--- src/rtl/la_pkg.sv ---
// Shared logic-analyzer types: capture FSM state encoding and default RAM address width.
package la_pkg;

  localparam int unsigned ADDR_W_DEF = 9;

  typedef enum logic [2:0] {
    IDLE  = 3'd0,
    PRE   = 3'd1,
    ARMED = 3'd2,
    POST  = 3'd3,
    DONE  = 3'd4
  } cap_state_t;

endpackage

--- src/rtl/capture_ctrl.sv ---
// Acquisition sequencer: fills the pre-trigger window, arms the trigger logic,
// captures the post-trigger samples and reports the oldest-sample address.
module capture_ctrl
  import la_pkg::*;
#(
  parameter int unsigned ADDR_W = ADDR_W_DEF
) (
  input  logic              clk,
  input  logic              rst,
  input  logic              run,
  input  logic              clr_done,
  input  logic              wrt_smpl,
  input  logic              triggered,
  input  logic [ADDR_W-1:0] trig_pos,
  output logic              we,
  output logic [ADDR_W-1:0] waddr,
  output logic              set_armed,
  output logic              armed,
  output logic              capture_done,
  output logic [ADDR_W-1:0] start_addr
);

  localparam int unsigned CNT_W = ADDR_W + 1;
  localparam int unsigned DEPTH = 1 << ADDR_W;

  cap_state_t        state_q, state_d;
  logic [ADDR_W-1:0] waddr_q, waddr_d;
  logic [ADDR_W-1:0] start_addr_q, start_addr_d;
  logic [CNT_W-1:0]  smpl_cnt_q, smpl_cnt_d;
  logic [CNT_W-1:0]  post_cnt_q, post_cnt_d;
  logic [CNT_W-1:0]  run_pos_q, run_pos_d;

  // State and counter registers
  always_ff @(posedge clk) begin
    if (rst) begin
      state_q      <= IDLE;
      waddr_q      <= '0;
      start_addr_q <= '0;
      smpl_cnt_q   <= '0;
      post_cnt_q   <= '0;
      run_pos_q    <= '0;
    end else begin
      state_q      <= state_d;
      waddr_q      <= waddr_d;
      start_addr_q <= start_addr_d;
      smpl_cnt_q   <= smpl_cnt_d;
      post_cnt_q   <= post_cnt_d;
      run_pos_q    <= run_pos_d;
    end
  end

  // Next state and counters
  always_comb begin
    state_d      = state_q;
    waddr_d      = waddr_q;
    start_addr_d = start_addr_q;
    smpl_cnt_d   = smpl_cnt_q;
    post_cnt_d   = post_cnt_q;
    run_pos_d    = run_pos_q;

    if (we) waddr_d = waddr_q + ADDR_W'(1);

    case (state_q)
      IDLE: begin
        if (run) begin
          state_d    = PRE;
          waddr_d    = '0;
          smpl_cnt_d = '0;
          post_cnt_d = '0;
          // trig_pos is ADDR_W wide, so it never exceeds DEPTH-1
          run_pos_d  = CNT_W'(trig_pos);
        end
      end
      PRE: begin
        if (we) begin
          smpl_cnt_d = smpl_cnt_q + CNT_W'(1);
          if (smpl_cnt_d == CNT_W'(DEPTH) - run_pos_q) state_d = ARMED;
        end
      end
      ARMED: begin
        // A write coinciding with the trigger still belongs to the pre-trigger window
        if (triggered) begin
          post_cnt_d = '0;
          if (run_pos_q == '0) begin
            state_d      = DONE;
            start_addr_d = waddr_d;
          end else begin
            state_d = POST;
          end
        end
      end
      POST: begin
        if (we) begin
          post_cnt_d = post_cnt_q + CNT_W'(1);
          if (post_cnt_d == run_pos_q) begin
            state_d      = DONE;
            start_addr_d = waddr_d;
          end
        end
      end
      DONE: begin
        if (clr_done) state_d = IDLE;
      end
      default: state_d = IDLE;
    endcase
  end

  // Outputs
  always_comb begin
    we           = 1'b0;
    set_armed    = 1'b0;
    armed        = 1'b0;
    capture_done = 1'b0;
    waddr        = waddr_q;
    start_addr   = start_addr_q;
    if (!rst) begin
      we        = wrt_smpl && (state_q == PRE || state_q == ARMED || state_q == POST);
      set_armed = (state_q == PRE) && (state_d == ARMED);
    end
    armed        = (state_q == ARMED);
    capture_done = (state_q == DONE);
  end

endmodule
--- config.mk ---
export PLATFORM = sky130hd
export DESIGN_NAME = capture_ctrl
export DESIGN_NICKNAME = d
export VERILOG_FILES = /design/src/rtl/la_pkg.sv /design/src/rtl/capture_ctrl.sv
export SDC_FILE = /design/constraint.sdc
export NUM_CORES = 1
export LEC_CHECK = 0
export CELL_PAD_IN_SITES_DETAIL_PLACEMENT = 1
export CELL_PAD_IN_SITES_GLOBAL_PLACEMENT = 1
export CORE_ASPECT_RATIO = 0.5
export CORE_MARGIN = 1.5
export CORE_UTILIZATION = 44
export DETAILED_ROUTE_END_ITERATION = 16
export MAX_ROUTING_LAYER = met4
export PLACE_DENSITY_LB_ADDON = 0.1
export SLEW_MARGIN = 10
export SYNTH_ARGS = -nofsm -noshare
export SYNTH_HDL_FRONTEND = slang
export SYNTH_SLANG_ARGS = --single-unit
--- constraint.sdc ---
create_clock -name clk -period 9 [get_ports clk]
set_clock_uncertainty 0.2 [all_clocks]
set_input_delay 1.8 -clock clk [delete_from_list [all_inputs] [get_ports clk]]
set_output_delay 1.8 -clock clk [all_outputs]
set_load 0.02 [all_outputs]
==> metrics.yaml <==
outcome:
  outcome: "complete, no violations"
floorplanning:
  core_um2: 6281
  die_h_um: 61.06
  rows: 20
  chipWidth_um: 119.1
  dieArea_um2: 7273
  start_util_pct: 47.23
  io_pins: 37
global_routing:
  busiest_layer: "met2"
  met2_usage_pct: 45.09
  track_usage_pct: 27.23
  grt_pass1_vias: 2927
  antenna_found_initial: 0
  grt_pass1_wl_um: 14690
  grt_overflow: 0
  met1_usage_pct: 34.62
  grt_max_degree: 44
  use_met3_pct: 5.278
sta:
  period_share_pct: 71.89
  whs_ns: 0.3232
  worstMarginPinSlew_ns: 0.8711
  tns_ns: 0
  setup_viol: 0
  fin_ws_ns: 2.530
  finalHoldViolations: 0
  slew_headroom_pct: 41.71
  fin_crit_ns: 6.470
  grt_setup_unrepaired: "no"
  maxSlewViolCount: 0
  max_freq_ghz: 0.1546
place:
  dpl_worst_slack_ns: 2.566
  gp_congestion: 0.9151
  portBuffers: 36
  dp_cells: 475
  place_hpwl_um: 6315
power:
  p_leak_nw: 1.249
  peakVddDrop_uv: 75.88
  power_density_nw_per_um2: 149.9
critical_path:
  crit_type: "input pin to primary output"
  cp-end-kind: "primary output"
  arrival_ns: 4.47
  rrSetupSlack_ns: 5.83
  worst_ep_required_time_ns: 7.00
  cp-start-kind: "input pin"
  worstReg2RegEnd: "start_addr[3]"
  critical_path.max_fanout: 43
  r2r_cells: 7
  timing.rr.start: "post_cnt_q[0]"
finish:
  n_antenna_cell: 0
  nets: 414
  syn2layout_area_growth_pct: 18.73
  drive_gt1_share_pct: 4.304
  num-fill-cells: 745
  stdcell_count: 483
cts:
  cts_setup_buffers: 0
  max-clock-path-buffers: 2
  clock-root-buffer: "clkbuf_16"
  post_cts_resized: 0
  cts_tree: "done"
  htree_levels: 2
  cts_buffers: 5
  cts_hold_buf: 0
  clk_pin_slew_ns: 0.07
  clock-sinks: 50
  worstSkewPairLatency_ns: 0.30
yosys:
  synth_seq_cells: 50
  yosys.cell_count.top_type: "dfxtp_1"
  ys_warn_count: 0
  synth_top_area_share_pct: 33.74
  ys_top_cells_by_count: "dfxtp_1, nor2_1, a21oi_1"
  syn-num-nets: 392
  yosysSeqAreaShare_pct: 33.74
  synthesis.area_um2: 2967
  syn_avg_cell_area_um2: 7.975
  synth_ff_type: "dfxtp_1"
  yosysTopAreaCell: "dfxtp_1"
  synthTopCellsByArea: "dfxtp_1, xnor2_1, a21oi_1"
  yosysUniqueCellTypes: 52
  synth_edf_count: 0
  synthArstFlopShare_pct: 0
  netlist_instances: 372
route:
  drc: 0
  vias: 2889
  drtIter0Drc: 192
  drt.antenna.violating_nets: 0
  wirelength_um: 8927
  via_per_inst: 5.981
  wire_per_inst_um: 18.48
  drt_first_pass_iters: 4
hold_path:
  min_path_type: "flop to flop"
  hold_path.startpoint: "post_cnt_q[6]"
  hold_depth: 2
  hold_end: "post_cnt_q[6]"
job:
  cap_viol_max_count: 0
[cells by family after synthesis]
kind of cell | Yosys count | synth area share (%)
and+or+nand+nor | 154 | 27.25
buffers and inverters | 29 | 4.133
DFF | 50 | 33.74
AOI/OAI and AO/OA | 97 | 20.88
xor gates and xnor gates | 36 | 11.56
muxes | 1 | 0.3374
adders and majority gates | 5 | 2.109
[flip-flops by register name, summed over array words and instances (netlist names)]
signal,count
state_q,3
smpl_cnt_q,10
run_pos_q,9
waddr,9
start_addr,9
post_cnt_q,10
[layout make-up]
class	instances	area (µm²)	share of cell area, %
multi-input combinational	293	1843	52.33
clock buffer	5	125.1	3.552
tap	88	110.1	3.126
inverter	6	22.52	0.6394
clock inverter	3	45.04	1.279
timing repair buffer	38	375.4	10.66
sequential	50	1001	28.42
[cells in the final DEF (no fill, tap or decap), types with 6 or more instances in the layout]
master	netlist	routed
dfxtp_1	50	50
nor2_1	38	38
a21oi_1	36	36
clkdlybuf4s50_1	0	36
nand2_1	34	34
xnor2_1	21	21
a211oi_1	21	21
o21ai_0	19	19
xor2_1	13	13
nand3_1	12	12
nand4_1	10	10
and3_1	10	10
inv_1	6	6
nor3b_1	6	6
[per-stage QoR]
step / power (mW) / area (µm²) / util, %
floorplan: 0.2862 / 2967 / -
global placement: 0.3069 / 3352 / 53.37
detailed placement: 0.3094 / 3352 / 53.37
CTS: 0.5308 / 3522 / 56.08
global route: 0.5484 / 3522 / 56.08
finish: 0.5280 / 3522 / 56.08
[worst max-delay path, stage by stage]
cell,delay [ns]
clkdlybuf4s50_1,0.41
buf_4,0.28
or3b_1,0.42
nor4_1,0.28
o2111ai_1,0.17
a211oi_2,0.20
nand4_1,0.17
inv_1,0.11
clkdlybuf4s50_1,0.61
[how the worst max path moves through the flow]
stage	start	to	depth (start not counted)
global route	rst	set_armed	9
finish	rst	set_armed	9
CTS	rst	set_armed	9
detailed placement	rst	set_armed	9
floorplan	wrt_smpl	set_armed	7
global placement	rst	set_armed	9
[per-layer routing]
layer | vias up | part of all wire (%)
met5 | - | 0
met4 | 0 | 1.0
met3 | 8 | 4.9
met2 | 64 | 46
met1 | 1422 | 48
li1 | 1395 | -
[where the power goes]
part           total [mW]  leakage (nW)  internal (mW)  switching (mW)
combinational      0.0734         0.769         0.0321          0.0413
sequential          0.233         0.404          0.225         0.00780
clock               0.222        0.0760          0.131          0.0908
total               0.528          1.25          0.388           0.140
Note: power is estimated with default switching activity, not from simulation.
